`config.mk`:
```
export PLATFORM = sky130hd
export DESIGN_NAME = abl_seq_flat
export DESIGN_NICKNAME = d
export VERILOG_FILES = /design/src/rtl/abl_seq_if.sv /design/src/rtl/abl_seq.sv /design/src/flat_wrapper.sv
export SDC_FILE = /design/constraint.sdc
export NUM_CORES = 1
export LEC_CHECK = 0
export CORE_MARGIN = 4
export CORE_UTILIZATION = 43
export CTS_CLUSTER_DIAMETER = 50
export DETAILED_ROUTE_END_ITERATION = 12
export HOLD_SLACK_MARGIN = 0.12
export PLACE_DENSITY_LB_ADDON = 0.08
export SLEW_MARGIN = 20
export SYNTH_ARGS = -nofsm -noshare
export SYNTH_HDL_FRONTEND = slang
export SYNTH_SLANG_ARGS = --single-unit
```
`constraint.sdc`:
```
create_clock -name clk -period 2.1 [get_ports clk]
set_input_delay 0.525 -clock clk [delete_from_list [all_inputs] [get_ports clk]]
set_output_delay 0.525 -clock clk [all_outputs]
set_load 0.005 [all_outputs]
```
`src/rtl/abl_seq_if.sv`:
```
// abl_seq_if -- handshake and datapath-control bundle for the abl_seq microsequencer.
//
// Signals
//   start    sequencer launch request (one cycle)
//   mode     addressing mode: 0 ZP, 1 ZPX, 2 ABS, 3 ABSX, 4 REL, 5 STK, 6 INDY, 7 NOP
//   cond     branch condition
//   CO       ABL adder carry-out (same cycle)
//   db7      DB[7], sign of the branch offset
//   op       ABL operation code
//   ci       ABL carry-in
//   ld_ahl   load AHL from DB
//   ld_pc    load PCL
//   inc_pc   PCL increment
//   abh_inc  ABH +1 request
//   abh_dec  ABH -1 request
//   busy     sequence in progress
//   done     one-cycle completion pulse
//
// Modports
//   master   the side that requests sequences and supplies datapath status
//   slave    the sequencer itself
interface abl_seq_if;
  logic       start;
  logic [2:0] mode;
  logic       cond;
  logic       CO;
  logic       db7;
  logic [4:0] op;
  logic       ci;
  logic       ld_ahl;
  logic       ld_pc;
  logic       inc_pc;
  logic       abh_inc;
  logic       abh_dec;
  logic       busy;
  logic       done;

  modport master (
    output start, mode, cond, CO, db7,
    input  op, ci, ld_ahl, ld_pc, inc_pc, abh_inc, abh_dec, busy, done
  );

  modport slave (
    input  start, mode, cond, CO, db7,
    output op, ci, ld_ahl, ld_pc, inc_pc, abh_inc, abh_dec, busy, done
  );
endinterface

```
`src/rtl/abl_seq.sv`:
```
// abl_seq -- address-bus-low microsequencer.
//
// A one-cycle start with an addressing mode walks a fixed per-mode list of
// states. Each state drives the ABL op code, carry-in and the AHL/PCL strobes.
// The ABL carry-out is sampled to insert a page-cross fix cycle (S_FIX), in
// which the ABH logic is asked to increment or decrement.
//
// Ports
//   clk   clock
//   RST   synchronous active-high reset
//   bus   abl_seq_if.slave (start/mode/cond/CO/db7 in; op/ci/strobes/busy/done out)
//
// Parameters
//   BR_FIX  1: a taken branch that crosses a page inserts S_FIX; 0: never for REL.
//
// Build option
//   ABL_SEQ_FIX_ALWAYS_EN  when defined, ABSX and INDY always pass through
//                          S_FIX; abh_inc then carries the CO sampled on entry
//                          and abh_dec stays 0.
//
// Outputs are registered: the output decode looks at the next state, so the
// registered values equal a Moore decode of the current state.
module abl_seq #(
  parameter bit BR_FIX = 1'b1
) (
  input  logic      clk,
  input  logic      RST,
  abl_seq_if.slave  bus
);

  typedef enum logic [3:0] {
    S_IDLE = 4'd0,  S_DONE = 4'd1,  S_ZP  = 4'd2,  S_ZPX = 4'd3,
    S_AL   = 4'd4,  S_AH   = 4'd5,  S_AHX = 4'd6,  S_BR  = 4'd7,
    S_ST   = 4'd8,  S_RET  = 4'd9,  S_P0  = 4'd10, S_P1  = 4'd11,
    S_PY   = 4'd12, S_FIX  = 4'd13
  } state_t;

  localparam logic [4:0] OP_HOLD = 5'b00011;
  localparam logic [4:0] OP_DBZ  = 5'b10010;
  localparam logic [4:0] OP_RDB  = 5'b10001;
  localparam logic [4:0] OP_AH0  = 5'b01110;
  localparam logic [4:0] OP_RAH  = 5'b01101;
  localparam logic [4:0] OP_STK  = 5'b00000;
  localparam logic [4:0] OP_PCR  = 5'b01010;
  localparam logic [4:0] OP_BRC  = 5'b11011;

  localparam logic [2:0] MODE_ABSX = 3'd3;

  state_t     state_r, state_nx_s;
  logic [2:0] mode_r, mode_nx_s;
  logic       dir_r, dir_nx_s;

  logic [4:0] op_s, op_r;
  logic       ci_s, ci_r, ld_ahl_s, ld_ahl_r, ld_pc_s, ld_pc_r;
  logic       inc_pc_s, inc_pc_r, abh_inc_s, abh_inc_r, abh_dec_s, abh_dec_r;
  logic       busy_s, busy_r, done_s, done_r;

  // First state of each mode's sequence.
  function automatic state_t first_state(input logic [2:0] m);
    state_t s;
    case (m)
      3'd0:    s = S_ZP;
      3'd1:    s = S_ZPX;
      3'd2:    s = S_AL;
      3'd3:    s = S_AL;
      3'd4:    s = S_BR;
      3'd5:    s = S_ST;
      3'd6:    s = S_P0;
      3'd7:    s = S_DONE;
      default: s = S_IDLE;
    endcase
    return s;
  endfunction

  // Next-state, latched mode and fix direction.
  always_comb begin
    state_nx_s = state_r;
    mode_nx_s  = mode_r;
    dir_nx_s   = dir_r;
    case (state_r)
      S_IDLE, S_DONE: begin
        // start is only honoured here; S_DONE relaunches with no idle gap
        if (bus.start) begin
          state_nx_s = first_state(bus.mode);
          mode_nx_s  = bus.mode;
        end else begin
          state_nx_s = S_IDLE;
        end
      end
      S_ZP, S_ZPX, S_AH, S_RET, S_FIX: state_nx_s = S_DONE;
      S_AL: begin
        if (mode_r == MODE_ABSX) begin
          state_nx_s = S_AHX;
        end else begin
          state_nx_s = S_AH;
        end
      end
      S_AHX, S_PY: begin
`ifdef ABL_SEQ_FIX_ALWAYS_EN
        // fixed-timing indexed access: fix cycle always, carry decides the bump
        state_nx_s = S_FIX;
        dir_nx_s   = bus.CO;
`else
        if (bus.CO) begin
          state_nx_s = S_FIX;
          dir_nx_s   = 1'b1;
        end else begin
          state_nx_s = S_DONE;
        end
`endif
      end
      S_BR: begin
        // page crossed when the carry disagrees with the offset sign
        if (BR_FIX && bus.cond && (bus.CO != bus.db7)) begin
          state_nx_s = S_FIX;
          dir_nx_s   = bus.CO & ~bus.db7;
        end else begin
          state_nx_s = S_DONE;
        end
      end
      S_ST:    state_nx_s = S_RET;
      S_P0:    state_nx_s = S_P1;
      S_P1:    state_nx_s = S_PY;
      default: state_nx_s = S_IDLE;
    endcase
  end

  // Output decode of the state being entered.
  always_comb begin
    op_s      = OP_HOLD;
    ci_s      = 1'b0;
    ld_ahl_s  = 1'b0;
    ld_pc_s   = 1'b0;
    inc_pc_s  = 1'b0;
    abh_inc_s = 1'b0;
    abh_dec_s = 1'b0;
    busy_s    = 1'b1;
    done_s    = 1'b0;
    case (state_nx_s)
      S_IDLE: busy_s = 1'b0;
      S_DONE: begin
        busy_s = 1'b0;
        done_s = 1'b1;
      end
      S_ZP, S_P0: begin
        op_s = OP_DBZ; ld_pc_s = 1'b1; inc_pc_s = 1'b1;
      end
      S_ZPX: begin
        op_s = OP_RDB; ld_pc_s = 1'b1; inc_pc_s = 1'b1;
      end
      S_AL, S_P1: begin
        op_s = OP_HOLD; ci_s = 1'b1; ld_ahl_s = 1'b1;
      end
      S_AH: begin
        op_s = OP_AH0; ld_pc_s = 1'b1; inc_pc_s = 1'b1;
      end
      S_AHX: begin
        op_s = OP_RAH; ld_pc_s = 1'b1; inc_pc_s = 1'b1;
      end
      S_BR: begin
        op_s = OP_BRC; ld_pc_s = 1'b1; inc_pc_s = 1'b1;
      end
      S_ST:  op_s = OP_STK;
      S_RET: op_s = OP_PCR;
      S_PY:  op_s = OP_RAH;
      S_FIX: begin
        abh_inc_s = dir_nx_s;
`ifdef ABL_SEQ_FIX_ALWAYS_EN
        abh_dec_s = 1'b0;
`else
        abh_dec_s = ~dir_nx_s;
`endif
      end
      default: busy_s = 1'b0;
    endcase
  end

  // State, latched mode, fix direction and registered outputs.
  always_ff @(posedge clk) begin
    if (RST) begin
      state_r   <= S_IDLE;
      mode_r    <= 3'd0;
      dir_r     <= 1'b0;
      op_r      <= OP_HOLD;
      ci_r      <= 1'b0;
      ld_ahl_r  <= 1'b0;
      ld_pc_r   <= 1'b0;
      inc_pc_r  <= 1'b0;
      abh_inc_r <= 1'b0;
      abh_dec_r <= 1'b0;
      busy_r    <= 1'b0;
      done_r    <= 1'b0;
    end else begin
      state_r   <= state_nx_s;
      mode_r    <= mode_nx_s;
      dir_r     <= dir_nx_s;
      op_r      <= op_s;
      ci_r      <= ci_s;
      ld_ahl_r  <= ld_ahl_s;
      ld_pc_r   <= ld_pc_s;
      inc_pc_r  <= inc_pc_s;
      abh_inc_r <= abh_inc_s;
      abh_dec_r <= abh_dec_s;
      busy_r    <= busy_s;
      done_r    <= done_s;
    end
  end

  assign bus.op      = op_r;
  assign bus.ci      = ci_r;
  assign bus.ld_ahl  = ld_ahl_r;
  assign bus.ld_pc   = ld_pc_r;
  assign bus.inc_pc  = inc_pc_r;
  assign bus.abh_inc = abh_inc_r;
  assign bus.abh_dec = abh_dec_r;
  assign bus.busy    = busy_r;
  assign bus.done    = done_r;

endmodule

```
`src/flat_wrapper.sv`:
```
// flat-port wrapper written by rule: the top's interface ports become plain ports
module abl_seq_flat 
#(
  parameter bit BR_FIX = 1'b1
)
  (clk, RST, bus_start, bus_mode, bus_cond, bus_CO, bus_db7, bus_op, bus_ci, bus_ld_ahl, bus_ld_pc, bus_inc_pc, bus_abh_inc, bus_abh_dec, bus_busy, bus_done);
  abl_seq_if bus_i ();
  input  logic clk;
  input  logic RST;
  input wire logic [$bits(bus_i.start)-1:0] bus_start;
  input wire logic [$bits(bus_i.mode)-1:0] bus_mode;
  input wire logic [$bits(bus_i.cond)-1:0] bus_cond;
  input wire logic [$bits(bus_i.CO)-1:0] bus_CO;
  input wire logic [$bits(bus_i.db7)-1:0] bus_db7;
  output wire logic [$bits(bus_i.op)-1:0] bus_op;
  output wire logic [$bits(bus_i.ci)-1:0] bus_ci;
  output wire logic [$bits(bus_i.ld_ahl)-1:0] bus_ld_ahl;
  output wire logic [$bits(bus_i.ld_pc)-1:0] bus_ld_pc;
  output wire logic [$bits(bus_i.inc_pc)-1:0] bus_inc_pc;
  output wire logic [$bits(bus_i.abh_inc)-1:0] bus_abh_inc;
  output wire logic [$bits(bus_i.abh_dec)-1:0] bus_abh_dec;
  output wire logic [$bits(bus_i.busy)-1:0] bus_busy;
  output wire logic [$bits(bus_i.done)-1:0] bus_done;
  assign bus_i.start = bus_start;
  assign bus_i.mode = bus_mode;
  assign bus_i.cond = bus_cond;
  assign bus_i.CO = bus_CO;
  assign bus_i.db7 = bus_db7;
  assign bus_op = bus_i.op;
  assign bus_ci = bus_i.ci;
  assign bus_ld_ahl = bus_i.ld_ahl;
  assign bus_ld_pc = bus_i.ld_pc;
  assign bus_inc_pc = bus_i.inc_pc;
  assign bus_abh_inc = bus_i.abh_inc;
  assign bus_abh_dec = bus_i.abh_dec;
  assign bus_busy = bus_i.busy;
  assign bus_done = bus_i.done;
  abl_seq #(.BR_FIX(BR_FIX)) u_core (.clk(clk), .RST(RST), .bus(bus_i));
endmodule
```
; ---- Word-level counts from Yosys, hierarchy flattened
; Memories as Yosys holds them, arrays and structs flattened.
; Cells that the tools add are included.
; W data, S select, Z words.
[totals]
register_bits = 19
romBits = 32
input_bits = 9
out_inout_bits = 13
elab_cells = 68
mem_count = 1
[op_classes]
eq_ne = 28
muxes = 13
n_bitwise = 4
reduce_logical = 12
[mem_list]
columns = name, depth, width, rd, rd_clocked_by_memory_dff, wr, line
row1 = (name not given), 8, 4, 1, 0, 0, abl_seq.sv:61  ; case (m)
[op_table]
columns = operator, count
row1 = $eq A4 B4 Y1 const B, 12
row2 = $pmux W5 S7, 1
row3 = $eq A4 B3 Y1 const B, 8
row4 = $pmux W4 S8, 1
row5 = $eq A4 B2 Y1 const B, 4
row6 = $mux W4, 3
row7 = $reduce_or A12 Y1, 1
row8 = $reduce_or A2 Y1, 6
row9 = $eq A4 B1 Y1 const B, 2
row10 = $mux W1, 6
row11 = $reduce_or A6 Y1, 1
row12 = $reduce_or A5 Y1, 1
row13 = $logic_not A4 Y1, 1
row14 = $eq A3 B2 Y1 const B, 1
row15 = $not A1 Y1, 3
row16 = $mux W2, 1
row17 = $pmux W1 S2, 1
row18 = $reduce_and A2 Y1, 1
row19 = $and A1 B1 Y1, 1
row20 = $logic_and A1 B1 Y1, 1
row21 = $ne A1 B1 Y1, 1

; ---- Logic depth before layout (Yosys ltp)
[logic_depth]
ltp_word = 7
ltp_mapped = 8
ltp_nobuf = 8

; ---- Worst setup path after synthesis
; OpenSTA, ideal clock, no wires.
[synth_path]
path_kind = in2reg
startpoint = input bus_mode[1]
endpoint = register u_core.op_r[1] (netlist: u_core.bus.op[1])
setup_time_ns = 0.134
t_arrival_ns = 1.934
required_time_ns = 1.966
path_slack_ns = 0.032
path_stages = 8
n_path_buf = 0
cell_sequence = inv_1 -> ha_1 -> nand2b_1 -> a21oi_1 -> nor3_1 -> nor3b_4 -> a21o_1 -> o2111ai_1
[synth_via]
elab_chain_cells = 6
elab_cells_between_ends = 15
classes_between = 9 x eq/ne / 3 x mux / 2 x reduce/logical / 1 x memory
[synth_lines]
columns = element, line
row1 = "start, declared", flat_wrapper.sv:11  ; input wire logic [$bits(bus_i.mode)-1:0] bus_mode;
row2 = $mem_v2 Z8 W4 (*), n/a
row3 = $mux W4 (*), abl_seq.sv:83  ; if (bus.start) begin
row4 = $pmux W4 S8 (*), abl_seq.sv:80  ; case (state_r)
row5 = $eq A4 B3 Y1 (tied with other cells), abl_seq.sv:139  ; case (state_nx_s)
row6 = $reduce_or A2 Y1 (no line), n/a
row7 = $pmux W5 S7 (*), abl_seq.sv:139
row8 = "end signal, assigned", abl_seq.sv:197  ; op_r <= op_s;
row9 = "end, declared", abl_seq.sv:53  ; logic [4:0] op_s, op_r;
; Every way passes the cells marked *; elsewhere a longest branch is shown, timed or not.
; A chain may end at the register's enable or synchronous reset.

; ---- Final worst setup path
[layout_path]
startpoint = input bus_db7
endpoint = register u_core.ci_r (netlist: u_core.bus.ci)
[layout_via]
elab_chain_cells = 7
elab_cells_between_ends = 8
classes_between = 3 x eq/ne / 3 x mux / 2 x reduce/logical
[layout_lines]
columns = element, line
row1 = "start, declared", flat_wrapper.sv:14  ; input wire logic [$bits(bus_i.db7)-1:0] bus_db7;
row2 = $ne A1 B1 Y1 (*), abl_seq.sv:114  ; if (BR_FIX && bus.cond && (bus.CO != bus.db7)) begin
row3 = $logic_and A1 B1 Y1 (*), abl_seq.sv:114
row4 = $mux W4 (*), abl_seq.sv:114
row5 = $pmux W4 S8 (*), abl_seq.sv:80
row6 = $eq A4 B3 Y1 / $eq A4 B4 Y1 (equally long branches), abl_seq.sv:139
row7 = $reduce_or A2 Y1 (*), n/a
row8 = $mux W1 (*), abl_seq.sv:139
row9 = "end signal, assigned", abl_seq.sv:198  ; ci_r <= ci_s;
row10 = "end, declared", abl_seq.sv:54  ; logic ci_s, ci_r, ld_ahl_s, ld_ahl_r, ld_pc_s, ld_pc_r;
; Marks and branches as above.

==> results.tsv <==
stage	metric	value	unit
logic_synthesis	synth.avg_cell_area	8.86	um2
routing	first_pass_iters	4	
worst_setup_path	path_buf_inv	5	
worst_setup_path	path_common_cell	buf_4	
cts	postCtsHoldBufs	0	
worst_setup_path	r2r-start	u_core.state_r[3]$_SDFF_PP0_	
cells_and_area	final_common_cell	buf_4	
cts	clock-root-buffer	clkbuf_4	
logic_synthesis	netlist_area	966	um2
grt	antenna_found_initial	0	
grt	overflow	0	
place	place.gp.congestion	0.779	
place	placed_area	1310	um2
grt	grt_max_degree	12	
worst_setup_path	path_max_fanout	4	
worst_setup_path	crit_slowest_cell	clkdlybuf4s50_1	
logic_synthesis	synth_warnings	0	
worst_setup_path	end_kind	flop	
worst_hold_path	min_path_cells	2	
cts	insertion_delay	0.30	ns
sta	skew	0.00472	ns
cts	clkTransAtPathRegs	0.11	ns
sta	timing.fmax	476	MHz
logic_synthesis	synth.distinct_cells	36	
place	hpwl	1.71	mm
floorplan	die-area	3070	um2
cts	clock_sinks	19	
sta	hold_viol	0	
logic_synthesis	synthFlopType	dfxtp_1	
routing	vias	965	
cts	htree_levels	1	
cells_and_area	stdcell_area	1510	um2
cells_and_area	multiInputGateArea	614	um2
floorplan	initial_utilization	47.3	%
sta	tightestPinTransition	0.429	ns
logic_synthesis	async_flop_share	0	%
sta	fin_hold_ws	0.461	ns
cells_and_area	register_area	380	um2
worst_hold_path	min_to	u_core.mode_r[1]$_SDFFE_PP0P_	
power_and_ir_drop	p_leak	0.655	nW
worst_setup_path	path_delay_family	buffers and inverters	
logic_synthesis	synth-seq-cells	19	
logic_synthesis	yosysTopAreaCellShare	39.4	%
logic_synthesis	netlist_top_cells_area	dfxtp_1, a21oi_1, nand2_1, mux2i_1, ha_1	
grt	first_global_vias	924	
sta	period_minus_slack	2.10	ns
logic_synthesis	synth_top_area_cell	dfxtp_1	
routing	totalWireLength	2.67	mm
cells_and_area	n_fill_cell	164	
cts	tritoncts	yes	
sta	finalSetupViolations	1	
routing	vias_per_cell	5.24	
worst_setup_path	timing.reg2reg.setup_slack	0.05	ns
cells_and_area	final_nets	170	
routing	ant_nets	0	
power_and_ir_drop	irDropWorstVdd	0.579	mV
sta	slew_headroom	71.3	%
cells_and_area	area_growth	56.2	%
worst_setup_path	start_kind	primary input	
cells_and_area	final_layout_size_suffix_gt1_share	32.5	%
logic_synthesis	synthCells	109	
cells_and_area	final_cell_mix	buf_4, dfxtp_1, clkdlybuf4s50_1	
sta	setup_ws	-0.00164	ns
worst_hold_path	holdCritStartpoint	u_core.mode_r[1]$_SDFFE_PP0P_	
worst_setup_path	critPathRequiredTime	2.31	ns
sta	slew_viol_final	0	
logic_synthesis	yosysSeqAreaShare	39.4	%
floorplan	ios	22	
routing	wl_per_cell	14.5	um
place	io_buffers	21	
cts	clockBufferDepth	2	
worst_setup_path	r2r_cells	7	
sta	rsz0062_at_grt	yes	
worst_setup_path	crit_type	in -> reg	
worst_hold_path	hold_path_class	reg -> reg	
sta	fin_crit_sh	100	%
worst_setup_path	cpPeakStageDelay	0.45	ns
logic_synthesis	synth_nets	121	
status	status	complete, but fails checks	
routing	drt_iter0_drc	37	
worst_setup_path	regToRegEndpoint	u_core.bus.op[1]$_SDFF_PP1_	
cells_and_area	antenna_cells	0	
floorplan	die_w	55.4	um
grt	grt_pass1_wl	3.93	mm
worst_setup_path	arrival	2.32	ns
run	max_cap_viol_count	0	
power_and_ir_drop	power_density	664	nW/um2
floorplan	core_area	2040	um2
worst_setup_path	crit_chain	clkdlybuf4s50_1 > inv_1 > ha_4 > nor4_4 > buf_4 > nor3b_2 > clkdlybuf4s15_2 > buf_4 > a21o_1 > and2_1	
floorplan	fp.dieH	55.4	um
logic_synthesis	synth-edff-count	0	
grt	grt_usage	15.7	%
floorplan	num_rows	16	
routing	drc	0	
status	violations	setup timing	
cts	cts_buffers	3	
[layer usage]
layer / GRT usage [%] / up-vias / wire (um)
met3: 4.66 / 5 / 138
met4: 5.56 / 0 / 32
met5: 0 / - / 0
met1: 18.2 / 450 / 1090
met2: 27.2 / 29 / 1410
li1: - / 481 / -
[cells in the mapped netlist (all sizes together), types with 3 or more instances]
| master | n |
|---|---|
| a21oi | 12 |
| and2 | 3 |
| buf | 5 |
| dfxtp | 19 |
| ha | 3 |
| inv | 5 |
| mux2i | 4 |
| nand2 | 11 |
| nand2b | 3 |
| nand3 | 3 |
| nor2 | 10 |
| nor2b | 3 |
| nor3 | 4 |
| nor3b | 4 |
[sequential cells by signal, summed over array words and instances (netlist names)]
name                count
u_core.bus.ld_pc        1
u_core.mode_r           3
u_core.bus.op           5
u_core.bus.done         1
u_core.dir_r            1
u_core.bus.busy         1
u_core.state_r          4
u_core.bus.abh_inc      1
u_core.bus.abh_dec      1
u_core.bus.ci           1
[cells by family (layout without fill, tap and decap cells)]
| kind of cell | count (synthesis) | after routing | synth area share, % |
|---|---|---|---|
| fa+ha+maj | 3 | 3 | 3.89 |
| buf+inv | 11 | 59 | 6.73 |
| simple gates | 47 | 47 | 28.5 |
| mux | 4 | 4 | 4.15 |
| flops | 19 | 19 | 39.4 |
| compound gates | 24 | 24 | 16.5 |
| xor+xnor | 1 | 1 | 0.907 |
[layout make-up]
cell class                 instances  area share [%]
clock buffer                       3            1.49
clock inverter                     1           0.332
inverter                           5            1.24
multi-input combinational         79            40.7
sequential                        19            25.2
tap                               27            2.24
timing repair buffer              50            28.8
[where the power goes]
part | internal, mW | switching [mW]
sequential | 0.396 | 0.0198
combinational | 0.224 | 0.175
clock | 0.0712 | 0.116
total | 0.691 | 0.311
[what timing repair did]
action | CTS | global route
setup endpoints to repair | 11 | 11
pin swaps | 11 | 0
resized for setup | 14 | 8
cloned | 0 | 1
buffers inserted | 4 | 5
[through the flow]
| stage | setup WS (ns) | cells | utilization (%) | TNS, ns | total power [mW] |
|---|---|---|---|---|---|
| detailed placement | -0.597 | 171 | 64.3 | -5.82 | 0.735 |
| global route | -0.0767 | 184 | 73.9 | -0.411 | 1.05 |
| global placement | -0.494 | 171 | 64.3 | -4.77 | 0.729 |
| CTS | 0.00874 | 178 | 69.4 | 0 | 0.961 |
| floorplan | 0.0319 | 109 | - | 0 | 0.588 |
| finish | -0.00164 | 184 | 73.9 | -0.00164 | 1.00 |
[how the worst max path moves through the flow]
| stage | cells past startpoint | slack (ns) | startpoint | endpoint |
|---|---|---|---|---|
| after floorplan | 8 | 0.03 | bus_mode[1] | u_core.bus.op[1]$_SDFF_PP1_ |
| after global placement | 9 | -0.49 | bus_mode[0] | u_core.bus.op[1]$_SDFF_PP1_ |
| after detailed placement | 9 | -0.60 | bus_mode[1] | u_core.bus.op[1]$_SDFF_PP1_ |
| after CTS | 9 | 0.009 | bus_db7 | u_core.bus.op[1]$_SDFF_PP1_ |
| after global routing | 10 | -0.08 | bus_db7 | u_core.bus.ci$_SDFF_PP0_ |
| final | 10 | -0.002 | bus_db7 | u_core.bus.ci$_SDFF_PP0_ |
[tightest hold or removal path, stage by stage, from the launching register on]
cell and delay (ns):
dfxtp_1 0.32, nand2_1 0.05, a21oi_1 0.05
(Power assumes the default switching activity.)
==> RTL change (same flow settings) <==
`BR_FIX` is set to 1'b1 in 2 places; all go to 1'b0.
--- a/src/rtl/abl_seq.sv
+++ b/src/rtl/abl_seq.sv
@@ -22,5 +22,5 @@
 // registered values equal a Moore decode of the current state.
 module abl_seq #(
-  parameter bit BR_FIX = 1'b1
+  parameter bit BR_FIX = 1'b0
 ) (
   input  logic      clk,
--- a/src/flat_wrapper.sv
+++ b/src/flat_wrapper.sv
@@ -2,5 +2,5 @@
 module abl_seq_flat 
 #(
-  parameter bit BR_FIX = 1'b1
+  parameter bit BR_FIX = 1'b0
 )
   (clk, RST, bus_start, bus_mode, bus_cond, bus_CO, bus_db7, bus_op, bus_ci, bus_ld_ahl, bus_ld_pc, bus_inc_pc, bus_abh_inc, bus_abh_dec, bus_busy, bus_done);
Behaviour: not the same (a bounded check fails within 4 cycles, from zero or initial values and one cycle with RST high).
==> RTL change against the unedited design <==
Power fell by 1.2%. Largest power group unchanged. Cell area fell by 6.5%. Critical endpoint is now u_core.bus.op[0]. Via count fell by 5.6%. Synthesized area fell by 2.7%. Worst hold slack improved by 2.7 ps. Clock power rose by 14%. Worst setup slack improved by 72 ps. Register-to-register slack improved by 40 ps. Wire length fell by 16%. Sequential cell count fell by 1.
==> RTL change: results (changes against the unedited design) <==
| Metric | Value |
|---|---|
| GRT Resource Usage Total | `18.16% (was 15.73%)` |
| Hold Startpoint | `u_core.mode_r[2] (was u_core.mode_r[1])` |
| Setup slack, reg-to-reg | `90 ps (was 50 ps)` |
| Min-Delay Endpoint | `u_core.mode_r[2] (was u_core.mode_r[1])` |
| Count of cell types in the netlist | `41 (was 36)` |
| Worst Reg-to-Reg Cells | `7 (unchanged)` |
| Layout cell share with drive strength beyond 1 | `34.23% (was 32.48%)` |
| Routed WL per cell | `12.76 µm (was 14.48 µm)` |
| DP Worst Slack | `-556.4 ps (was -597.1 ps)` |
| Initial DRC count | `24 (was 37)` |
| Min-Delay Path Class | `flop to flop (unchanged)` |
| Num CTS Buffers | `3 (unchanged)` |
| Clk Latency, worst-skew pair | `290 ps` |
| Reg2Reg Launch Point | `u_core.state_r[1] (was u_core.state_r[3])` |
| Post-Synth Adder-Cell Area | `2.663% (was 3.886%)` |
| Hold Path Depth | `2 (unchanged)` |
| DP Wirelength | `1.626 mm (was 1.705 mm)` |
| Via count | `911 (was 965)` |
| Multiplexer share of the synthesized area | `2.663% (was 4.145%)` |
| Clock Skews | `3.876 ps (was 4.719 ps)` |
| Worst EP arrival | `2220 ps (was 2320 ps)` |
| # port buffers | `19 (was 21)` |
| Synth Warn # | `0 (unchanged)` |
| XOR/XNOR Fraction of Synth Area | `1.864% (was 0.9067%)` |
| Synth Area in Compound Gates | `17.18% (was 16.45%)` |
| Status | `finished clean (was complete, but fails checks)` |
| Initial antenna violation count | `0 (unchanged)` |
| Area contributors post-synth | `dfxtp_1, a21oi_1, nor2_1 (was dfxtp_1, a21oi_1, nand2_1)` |
| First-pass GRT wire length | `3.864 mm (was 3.933 mm)` |
| Synth top cells by count | `dfxtp_1, nor2_1, nand2_1, a21oi_1, nor3_1 (was dfxtp_1, a21oi_1, nand2_1, nor2_1, inv_1)` |
| RR Endpoint | `u_core.bus.op[0] (was u_core.bus.op[1])` |
| Post-DRT Antenna Nets | `0 (unchanged)` |
| Total iterations of the first detailed-routing run | `4 (unchanged)` |
| Int Power | `0.6948 mW (was 0.6912 mW)` |
| Ys flop type | `dfxtp_1 (unchanged)` |
| CTS clk-pin slew, worst paths | `100 ps` |
| Vias in the first global route | `930 (was 924)` |
| Largest net degree at the start of global routing | `13 (was 12)` |
| Net Count, Synth | `118 (was 121)` |
| Root Driver | `clkbuf_4 (unchanged)` |
| Gpl congestion | `0.8010 (was 0.7791)` |
| Final layout net count | `161 (was 170)` |
| Asr flop ratio synth | `0% (unchanged)` |
| H-Tree Depth | `1 (unchanged)` |
| Leak | `0.5968 nW (was 0.6553 nW)` |
| Peak supply drop | `405.1 µV (was 578.5 µV)` |
| Sequential-to-total area share from yosys stat | `38.35% (was 39.38%)` |
| Max reg flops | `5 (unchanged)` |
| Worst-path fanout max | `5 (was 4)` |
RTL change: cell count changes after synthesis, moves of 2 or more:
cell	before	now
a21o_1	2	0
a21oi_1	12	8
and2_1	3	0
buf_2	1	3
mux2i_1	4	1
nand2_1	11	9
nor2b_1	3	1
nor3_1	4	6
nor3b_1	2	0
o31ai_1	0	3
or3_1	0	3
RTL change: cell type report:
cell class | count | area [µm²]
multi-input cells | 77 | 574.3
clock buffers | 4 | 36.28
inverters | 4 | 15.01
repair buffers | 46 | 387.9
flip-flops and latches | 18 | 364.1
well taps | 27 | 33.78
fillers | 173 | 610.6
RTL change: cells by family after synthesis:
logic type	count (synthesis)
xor+xnor	2
mux	2
compound gates	23
fa+ha+maj	2
flops	18
other cells	1
simple gates	47
buf+inv	12
RTL change: metal layers:
layer  vias up  share of wire [%]  global-route usage, %
li1        465                  -                      -
met1       409                 43                  19.51
met2        30                 50                  32.48
met3         7                4.7                  2.997
met4         0                2.9                  11.20
met5         -                  0                      0
RTL change: how the worst max path moves through the flow:
stage,from,end,slack [ps],cells past startpoint
3_5_place_dp,bus_mode[1],u_core.bus.op[1],-560,10
6_report,bus_mode[1],u_core.bus.op[0],70,8
4_1_cts,u_core.state_r[1],u_core.bus.op[0],70,7
2_1_floorplan,bus_mode[1],u_core.bus.op[0],50,8
5_1_grt,bus_mode[1],u_core.bus.op[0],-20,8
3_3_place_gp,bus_mode[1],u_core.bus.op[0],-490,8
RTL change: stage by stage:
stage	power [mW]	cell area [µm²]	TNS, ps	hold WS [ps]	cells
floorplan	0.5837	939.7	0	432.0	107
global placement	0.7233	1272	-4107	441.8	167
detailed placement	0.7324	1272	-4577	453.1	167
CTS	0.9948	1408	0	467.5	176
global route	1.050	1411	-40.63	510.8	176
finish	0.9904	1411	0	463.8	176
RTL change: power groups by stage:
stage          Sequential, mW  Combinational, mW  Clock (mW)
2_1_floorplan           0.405              0.178           0
3_3_place_gp            0.401              0.322           0
3_5_place_dp            0.403              0.330           0
4_1_cts                 0.395              0.379       0.221
5_1_grt                 0.400              0.420       0.230
6_report                0.396              0.382       0.213
RTL change: what timing repair did:
item                                    4_1_cts  5_1_grt
buffers inserted                              5        0
pin swaps                                     6        0
endpoints found under the hold margin         0        0
resized for setup                            17        3
endpoints found under the setup margin        9        3
RTL change: worst max-delay path, stage by stage:
cell	delay, ps
dlygate4sd2_1	250
inv_2	90
ha_4	200
and3_1	180
or3_4	380
nor4_2	250
a21oi_1	60
or3_1	290
